### config.mk
export PLATFORM = sky130hd
export DESIGN_NAME = remote_comm
export DESIGN_NICKNAME = d
export VERILOG_FILES = /design/src/rtl/remote_comm.sv
export SDC_FILE = /design/constraint.sdc
export NUM_CORES = 1
export LEC_CHECK = 0
export ABC_AREA = 0
export CORE_AREA = 5 5 91 93
export CTS_CLUSTER_SIZE = 20
export DETAILED_ROUTE_END_ITERATION = 12
export DIE_AREA = 0 0 96 98
export PLACE_DENSITY = 0.74
export SETUP_SLACK_MARGIN = 0.3
export SLEW_MARGIN = 20
export SYNTH_ARGS = -nofsm -noshare
export SYNTH_HDL_FRONTEND = slang
export SYNTH_SLANG_ARGS = --single-unit
### constraint.sdc
create_clock -name clk -period 3.6 [get_ports clk]
set_input_delay 0.72 -clock clk [delete_from_list [all_inputs] [get_ports clk]]
set_output_delay 0.72 -clock clk [all_outputs]
set_load 0.03 [all_outputs]
### src/rtl/remote_comm.sv
// Robot link: sends a 16-bit command as two 8N1 UART bytes (high byte first)
// and receives 8N1 response bytes; both directions run independently.
module remote_comm #(
    parameter int BAUD_DIV = 2604
) (
    input  logic        clk,
    input  logic        rst_n,
    input  logic        RX,
    output logic        TX,
    input  logic [15:0] cmd,
    input  logic        snd_cmd,
    output logic        cmd_snt,
    output logic        resp_rdy,
    output logic [7:0]  resp
);

    localparam int CW = $clog2(BAUD_DIV);
    localparam logic [CW-1:0] BAUD_LAST = CW'(BAUD_DIV - 1);
    localparam logic [CW-1:0] HALF_LAST = CW'(BAUD_DIV / 2 - 1);

    // ---------------------------------------------------------------- sender
    typedef enum logic [1:0] {IDLE, SEND_HI, SEND_LO} tx_state_e;

    tx_state_e       tx_state_q, tx_state_d;
    logic [7:0]      cmd_lo_q,   cmd_lo_d;
    logic [8:0]      tx_sh_q,    tx_sh_d;
    logic            tx_q,       tx_d;
    logic [CW-1:0]   tx_baud_q,  tx_baud_d;
    logic [3:0]      tx_bit_q,   tx_bit_d;
    logic            cmd_snt_q,  cmd_snt_d;

    always_ff @(posedge clk) begin
        if (!rst_n) begin
            tx_state_q <= IDLE;
            cmd_lo_q   <= '0;
            tx_sh_q    <= '1;
            tx_q       <= 1'b1;
            tx_baud_q  <= '0;
            tx_bit_q   <= '0;
            cmd_snt_q  <= 1'b0;
        end else begin
            tx_state_q <= tx_state_d;
            cmd_lo_q   <= cmd_lo_d;
            tx_sh_q    <= tx_sh_d;
            tx_q       <= tx_d;
            tx_baud_q  <= tx_baud_d;
            tx_bit_q   <= tx_bit_d;
            cmd_snt_q  <= cmd_snt_d;
        end
    end

    // tx_q carries the current bit; tx_sh_q holds the remaining data+stop bits
    always_comb begin
        tx_state_d = tx_state_q;
        cmd_lo_d   = cmd_lo_q;
        tx_sh_d    = tx_sh_q;
        tx_d       = tx_q;
        tx_baud_d  = tx_baud_q;
        tx_bit_d   = tx_bit_q;
        cmd_snt_d  = cmd_snt_q;
        case (tx_state_q)
            IDLE: begin
                tx_d = 1'b1;
                if (snd_cmd) begin
                    cmd_lo_d   = cmd[7:0];
                    cmd_snt_d  = 1'b0;
                    tx_d       = 1'b0;
                    tx_sh_d    = {1'b1, cmd[15:8]};
                    tx_baud_d  = '0;
                    tx_bit_d   = '0;
                    tx_state_d = SEND_HI;
                end
            end
            SEND_HI, SEND_LO: begin
                if (tx_baud_q == BAUD_LAST) begin
                    tx_baud_d = '0;
                    if (tx_bit_q == 4'd9) begin
                        tx_bit_d = '0;
                        if (tx_state_q == SEND_HI) begin
                            // low byte's start bit follows the stop bit with no gap
                            tx_d       = 1'b0;
                            tx_sh_d    = {1'b1, cmd_lo_q};
                            tx_state_d = SEND_LO;
                        end else begin
                            tx_d       = 1'b1;
                            cmd_snt_d  = 1'b1;
                            tx_state_d = IDLE;
                        end
                    end else begin
                        tx_d     = tx_sh_q[0];
                        tx_sh_d  = {1'b1, tx_sh_q[8:1]};
                        tx_bit_d = tx_bit_q + 4'd1;
                    end
                end else begin
                    tx_baud_d = tx_baud_q + 1'b1;
                end
            end
            default: begin
                tx_d       = 1'b1;
                tx_state_d = IDLE;
            end
        endcase
    end

    assign TX      = tx_q;
    assign cmd_snt = cmd_snt_q;

    // -------------------------------------------------------------- receiver
    typedef enum logic [1:0] {RX_IDLE, RX_START, RX_DATA, RX_STOP} rx_state_e;

    logic            rx_s1_q, rx_s2_q, rx_prev_q;
    rx_state_e       rx_state_q, rx_state_d;
    logic [CW-1:0]   rx_baud_q,  rx_baud_d;
    logic [2:0]      rx_bit_q,   rx_bit_d;
    logic [7:0]      rx_sh_q,    rx_sh_d;
    logic [7:0]      resp_q,     resp_d;
    logic            resp_rdy_q, resp_rdy_d;

    always_ff @(posedge clk) begin
        if (!rst_n) begin
            rx_s1_q    <= 1'b1;
            rx_s2_q    <= 1'b1;
            rx_prev_q  <= 1'b1;
            rx_state_q <= RX_IDLE;
            rx_baud_q  <= '0;
            rx_bit_q   <= '0;
            rx_sh_q    <= '0;
            resp_q     <= '0;
            resp_rdy_q <= 1'b0;
        end else begin
            rx_s1_q    <= RX;
            rx_s2_q    <= rx_s1_q;
            rx_prev_q  <= rx_s2_q;
            rx_state_q <= rx_state_d;
            rx_baud_q  <= rx_baud_d;
            rx_bit_q   <= rx_bit_d;
            rx_sh_q    <= rx_sh_d;
            resp_q     <= resp_d;
            resp_rdy_q <= resp_rdy_d;
        end
    end

    always_comb begin
        rx_state_d = rx_state_q;
        rx_baud_d  = rx_baud_q;
        rx_bit_d   = rx_bit_q;
        rx_sh_d    = rx_sh_q;
        resp_d     = resp_q;
        resp_rdy_d = resp_rdy_q;
        case (rx_state_q)
            RX_IDLE: begin
                if (rx_prev_q && !rx_s2_q) begin
                    resp_rdy_d = 1'b0;
                    rx_baud_d  = '0;
                    rx_state_d = RX_START;
                end
            end
            RX_START: begin
                // a start bit gone high by mid-bit was a glitch
                if (rx_baud_q == HALF_LAST) begin
                    rx_baud_d  = '0;
                    rx_bit_d   = '0;
                    rx_state_d = rx_s2_q ? RX_IDLE : RX_DATA;
                end else begin
                    rx_baud_d = rx_baud_q + 1'b1;
                end
            end
            RX_DATA: begin
                if (rx_baud_q == BAUD_LAST) begin
                    rx_baud_d = '0;
                    rx_sh_d   = {rx_s2_q, rx_sh_q[7:1]};
                    rx_bit_d  = rx_bit_q + 3'd1;
                    if (rx_bit_q == 3'd7) rx_state_d = RX_STOP;
                end else begin
                    rx_baud_d = rx_baud_q + 1'b1;
                end
            end
            RX_STOP: begin
                // stop level is not checked; the byte is delivered either way
                if (rx_baud_q == BAUD_LAST) begin
                    rx_baud_d  = '0;
                    resp_d     = rx_sh_q;
                    resp_rdy_d = 1'b1;
                    rx_state_d = RX_IDLE;
                end else begin
                    rx_baud_d = rx_baud_q + 1'b1;
                end
            end
            default: rx_state_d = RX_IDLE;
        endcase
    end

    assign resp     = resp_q;
    assign resp_rdy = resp_rdy_q;

endmodule

==> out/results.tsv, run 1 <==
metric	value	unit
Slew HR	36.3	%
Clock transition at path regs	0.08	ns
initial antenna violation count	0	
hpwl dp	5.18	mm
Global Route Usage Sum	17.2	%
overall die area	9410	sq um
busiest metal layer after global routing	met2	
Setup CP Type	flip-flop to flip-flop	
Yosys warnings	0	
slew at the pin closest to its max-slew limit	0.951	ns
CTS sink count	73	
hold crit path type	flip-flop to flip-flop	
Synth Area per Inst	8.86	sq um
outcome	finished clean	
Fin. Hold Viols	0	
Post-Syn Area	3590	sq um
cell with the most instances after synthesis	dfxtp_1	
number of synthesized flops with an enable pin	0	
most instantiated cells after synthesis	dfxtp_1, nand2_1, nor2_1, a21oi_1, mux2i_1	
top cell type's share of synthesized area	40.7	%
critical path endpoint category	flip-flop	
post-synth top area cell	dfxtp_1	
GP Congestion	0.862	
first-pass iteration count of the detailed router	4	
worst vdd ir	374	uV
sequential fraction of the synthesis area	40.7	%
Initial Util	48.2	%
fin util	56.3	%
Max Freq	345	MHz
ranking of synthesized cells by area	dfxtp_1, mux2i_1, nand2_1	
core area	7450	sq um
I/O pin total	31	
post_cts resized	0	
RSZ-0062 raised after global routing	false	
WHS Endpoint	rx_s2_q$_SDFF_PN1_	
nets@finish	458	
CP Data Required Time	3.86	ns
critical path startpoint	tx_state_q[0]$_SDFFE_PN0P_	
hold slack final	0.424	ns
crit-path most repeated cell	inv_1	
final routed DRC violation total	0	
top_reg_cell synth	dfxtp_1	
worst-path cell chain	inv_1, ha_1, inv_1, o21a_1, or3_1, o311ai_1	
Final Cycle Share	80.4	%
reg2reg end	tx_sh_q[7]$_SDFFE_PN1P_	
Final Cell Area	4190	sq um
Cell Area, Placed	3960	sq um
Post-CTS Setup Bufs	0	
Final ANT Viol Nets	0	
fraction of registers with async set/reset	0	%
DRT iter0 DRCs	129	
CTS tree	done	
max-cap viol count	0	
Setup TNS Final	0	ns
Final setup viols	0	
Area growth syn-to-layout	16.8	%
critical path startpoint category	flip-flop	
Largest stage delay, worst path	0.75	ns
worst r2r path cells	6	
first-pass GRT wire length	13.1	mm
#FFs+latches synth	73	
clock skew	0.00444	ns
WL/cell	14.2	um
Core Rows	32	
H-tree Lvls	3	
final wirelength	7.58	mm
Synthesized Nets	435	
Slew Limit Fails	0	
Static Leak	1.51	nW
Synth Instances	405	
RR Startpoint	tx_state_q[0]$_SDFFE_PN0P_	
met2 GRT Util	27.6	%
Final min period	2.90	ns
CP max FO	19	
GR Overflow Total	0	
clk_lat worst skew	0.35	ns
critical path arrival	3.15	ns
I/O Buffers	30	
Die W	96	um
Worst R2R Setup Slack	0.70	ns
number of buffers created by CTS	9	
share of post-route cells with drive strength above 1	8.78	%
Overall Power	2.30	mW
Vias/cell	5.63	
CP max-delay cell	ha_1	
vias	3010	
Die Y	98	um
root buffer cell	clkbuf_8	
vias in the first global route	2829	
Pwr Density	548	nW/um^2
Netlist cell types	53	
met1 GRT Util	22.1	%
Hold Buf Count CTS	0	
Hold Path Depth	1	
# diodes	0	
Min-Delay Startpoint	rx_s1_q$_SDFF_PN1_	
largest net degree at the start of global routing	32	
met3 usage	5.16	%
Max clock buf depth	2	
metal layers:
layer	vias up	routed length, um
met2	54	3660
li1	1533	-
met1	1415	3550
met4	0	87
met3	8	275
met5	-	0
placed cells by master, fill, tap and decap left out, types with 10 or more instances in the layout:
cell type and instances:
ha_1 10, inv_1 10, nand2_1 39, clkdlybuf4s50_1 30
nand3_1 14, nor2_1 33, nand4_1 10, a21oi_1 26
o21ai_0 10, dfxtp_1 73, o31ai_1 10, mux2i_1 26
worst max-delay path: cells and delay by family, from the launching register on:
| family | cells | cell delay [ns] |
|---|---|---|
| compound gates | 2 | 0.77 |
| fa+ha+maj | 1 | 0.75 |
| simple gates | 1 | 0.58 |
| flops | 1 | 0.39 |
| buf+inv | 2 | 0.30 |
power breakdown:
part / internal, mW / switching (mW) / leakage (nW)
Clock: 0.397 / 0.328 / 0.110
Sequential: 0.891 / 0.0579 / 0.593
Combinational: 0.262 / 0.362 / 0.808
Total: 1.55 / 0.748 / 1.51
kinds of logic after synthesis:
| logic type | count (synthesis) | share of synthesized area, % |
|---|---|---|
| simple gates | 158 | 24.6 |
| compound gates | 83 | 14.7 |
| flops | 73 | 40.7 |
| buf+inv | 37 | 4.26 |
| mux | 34 | 9.77 |
| xor+xnor | 10 | 2.44 |
| fa+ha+maj | 10 | 3.49 |
flip-flops by register name, summed over array words and instances (netlist names), 2 cells and up, named ones only:
name / flops
tx_baud_q: 12
resp: 8
rx_baud_q: 12
tx_state_q: 2
rx_bit_q: 3
tx_bit_q: 4
rx_sh_q: 8
cmd_lo_q: 8
tx_sh_q: 8
per-stage QoR:
stage               cells  worst slack, ns
CTS                   535            0.763
global placement      519            0.845
detailed placement    519            0.775
global route          535            0.540
finish                535            0.705
floorplan             405             1.43
how the worst max path moves through the flow:
stage,end,slack [ns],depth (start not counted)
after floorplan,tx_sh_q[7]$_SDFFE_PN1P_,1.43,8
after global placement,tx_sh_q[7]$_SDFFE_PN1P_,0.84,5
after detailed placement,tx_sh_q[7]$_SDFFE_PN1P_,0.77,5
after CTS,tx_sh_q[7]$_SDFFE_PN1P_,0.76,6
after global routing,tx_sh_q[7]$_SDFFE_PN1P_,0.54,6
final,tx_sh_q[7]$_SDFFE_PN1P_,0.70,6
area by class of cell:
type / instances / area (sq um)
Tap cell: 102 / 128
Clock inverter: 7 / 103
Inverter: 11 / 41.3
Fill cell: 692 / 3260
Sequential cell: 73 / 1460
Multi-Input combinational cell: 295 / 1970
Clock buffer: 9 / 124
Timing Repair Buffer: 38 / 360
No activity file was read; power rests on OpenSTA's default activity.
==> run 2: changes to the inputs <==
==> constraint.sdc (replaced) <==
create_clock -name clk -period 2.7 [get_ports clk]
set_input_delay 0.54 -clock clk [delete_from_list [all_inputs] [get_ports clk]]
set_output_delay 0.54 -clock clk [all_outputs]
set_load 0.03 [all_outputs]
==> out/results.tsv, run 2 (synthesis results as in run 1) <==
metric	value	unit	change
Slew Limit Fails	0		unchanged
top routing layer in use	met4		unchanged
CP max FO	6		was 19
wl on met1	3.45	mm	was 3.55 mm
final wirelength	7.70	mm	was 7.58 mm
I/O pin total	31		unchanged
Hold Buf Count CTS	0		unchanged
Global Route Usage Sum	17.8	%	was 17.2%
Final ANT Viol Nets	0		unchanged
fill count	662		was 692
share of post-route cells with drive strength above 1	10.0	%	was 8.78%
Setup CP Type	flip-flop to flip-flop		unchanged
Slew HR	34.5	%	was 36.3%
critical path arrival	2.40	ns	was 3.15 ns
Vias/cell	5.60		was 5.63
# diodes	0		unchanged
number of buffers created by CTS	9		unchanged
max-cap viol count	0		unchanged
Core Rows	32		unchanged
Area growth syn-to-layout	18.7	%	was 16.8%
DR WL met2	3.78	mm	was 3.66 mm
CTS tree	done		unchanged
H-tree Lvls	3		unchanged
slew at the pin closest to its max-slew limit	0.978	ns	was 0.951 ns
Die W	96	um	unchanged
I/O Buffers	30		unchanged
clock skew	0.00926	ns	was 0.00444 ns
overall die area	9410	sq um	unchanged
core area	7450	sq um	unchanged
Die Y	98	um	unchanged
Max Freq	471	MHz	was 345 MHz
Cell Int Power	2.18	mW	was 1.55 mW
Final setup viols	0		unchanged
most frequent cells in the layout	dfxtp_1, nand2_1, nor2_1		unchanged
WL/cell	14.3	um	was 14.2 um
Largest stage delay, worst path	0.63	ns	was 0.75 ns
clock power share	33.1	%	was 31.6%
DRT iter0 DRCs	100		was 129
CP max-delay cell	or4b_2		was ha_1
sw frac	30.7	%	was 32.6%
hold crit path type	flip-flop to flip-flop		unchanged
Max clock buf depth	2		unchanged
worst vdd ir	459	uV	was 374 uV
Largest regs	rx_baud_q (12), tx_baud_q (12)		unchanged
hpwl dp	5.33	mm	was 5.18 mm
root buffer cell	clkbuf_8		unchanged
register share of total power	40.0	%	was 41.3%
GP Congestion	0.827		was 0.862
GR Overflow Total	0		unchanged
Fin. Hold Viols	0		unchanged
CTS sink count	73		unchanged
fin util	57.2	%	was 56.3%
Top delay family on crit path	simple AND/OR/NAND/NOR gates		was compound AO/OA/AOI/OAI gates
critical path startpoint category	flip-flop		unchanged
clk_lat worst skew	0.35	ns	about the same
CP Data Required Time	2.98	ns	was 3.86 ns
P_sw	966	uW	was 748 uW
RSZ-0062 raised after global routing	false		unchanged
WP buf/inv	2		unchanged
largest net degree at the start of global routing	43		was 32
commonest non-fill, non-tap cell in the layout	dfxtp_1		unchanged
Final min period	2.12	ns	was 2.90 ns
initial antenna violation count	0		unchanged
first-pass iteration count of the detailed router	5		was 4
worst-path cell chain	inv_1, ha_1, inv_1, a31oi_1, or4b_2, a31oi_1		was inv_1, ha_1, inv_1, o21a_1, or3_1, o311ai_1
Clock transition at path regs	0.07	ns	was 0.08 ns
Final Cycle Share	78.7	%	was 80.4%
nets@finish	463		was 458
hold slack final	0.409	ns	was 0.424 ns
vias in the first global route	2966		was 2,829
outcome	finished clean		unchanged
first-pass GRT wire length	13.6	mm	was 13.1 mm
Setup TNS Final	0	ns	unchanged
Initial Util	48.2	%	unchanged
Static Leak	1.55	nW	was 1.51 nW
met3 wire length	365	um	was 275 um
Pwr Density	740	nW/um^2	was 548 nW/um^2
critical path endpoint category	flip-flop		unchanged
logic gate share of total power	26.9	%	was 27.2%
final routed DRC violation total	0		unchanged
vias	3024		was 3,010
-- run 2: cell types whose count changed in the layout (fill, tap and decap cells not counted), sizes merged --
cell,change
inv,-2
buf,+5
clkinv,-1
bufinv,+1
clkbuf,+2
-- run 2: worst paths after layout --
check	from	to	slack, ns	depth (start not counted)
setup / recovery	tx_state_q[0]$_SDFFE_PN0P_	tx_baud_q[8]$_SDFFE_PN0P_	0.58	6
hold / removal	rx_s1_q$_SDFF_PN1_	rx_s2_q$_SDFF_PN1_	0.41	1
setup reg to reg	tx_state_q[0]$_SDFFE_PN0P_	tx_baud_q[8]$_SDFFE_PN0P_	0.58	6
hold reg to reg	rx_s1_q$_SDFF_PN1_	rx_s2_q$_SDFF_PN1_	0.41	1
-- run 2: worst reg2reg max path, delay by kind of cell, from the launching register on --
family / cells / cell delay [ns]
buffers and inverters: 2 / 0.16
AND/OR/NAND/NOR: 1 / 0.63
adder cells (fa/ha/maj): 1 / 0.29
AO/OA/AOI/OAI: 2 / 0.58
flip-flops: 1 / 0.39
-- run 2: power groups by stage --
| stage | sequential, mW | combinational, mW | clock [mW] |
|---|---|---|---|
| 2_1_floorplan | 1.28 | 0.617 | 0 |
| 3_3_place_gp | 1.28 | 0.813 | 0 |
| 3_5_place_dp | 1.29 | 0.838 | 0 |
| 4_1_cts | 1.26 | 0.843 | 1.07 |
| 5_1_grt | 1.27 | 0.938 | 1.12 |
| 6_report | 1.26 | 0.846 | 1.04 |
-- run 2: area by class of cell --
| cell class | count | area [sq um] | share of cell area, % |
|---|---|---|---|
| Tap cell | 102 | 128 | 3.00 |
| Clock buffer | 11 | 141 | 3.32 |
| Inverter | 11 | 41.3 | 0.970 |
| Sequential cell | 73 | 1460 | 34.3 |
| Multi-Input combinational cell | 295 | 1990 | 46.6 |
| Clock inverter | 5 | 103 | 2.41 |
| Timing Repair Buffer | 43 | 398 | 9.34 |
-- run 2: per-layer routing --
metal  track usage (%)  vias to the layer above
li1                  -                     1532
met1              23.1                     1422
met2              28.3                       59
met3              4.24                       11
met4              6.67                        0
met5                 0                        -
-- run 2: metrics by stage --
| step | area (sq um) | cells | power (mW) | setup WS, ns |
|---|---|---|---|---|
| finish | 4260 | 540 | 3.15 | 0.575 |
| global route | 4260 | 540 | 3.33 | 0.335 |
| CTS | 4250 | 540 | 3.18 | 0.456 |
| detailed placement | 4000 | 524 | 2.12 | 0.371 |
| global placement | 4000 | 524 | 2.10 | 0.451 |
| floorplan | 3590 | 405 | 1.89 | 0.527 |
-- run 2: repair_timing --
action | 4_1_cts | 5_1_grt
resized for setup | 0 | 2
setup buffers | 0 | 0
endpoints found under the setup margin | 0 | 15
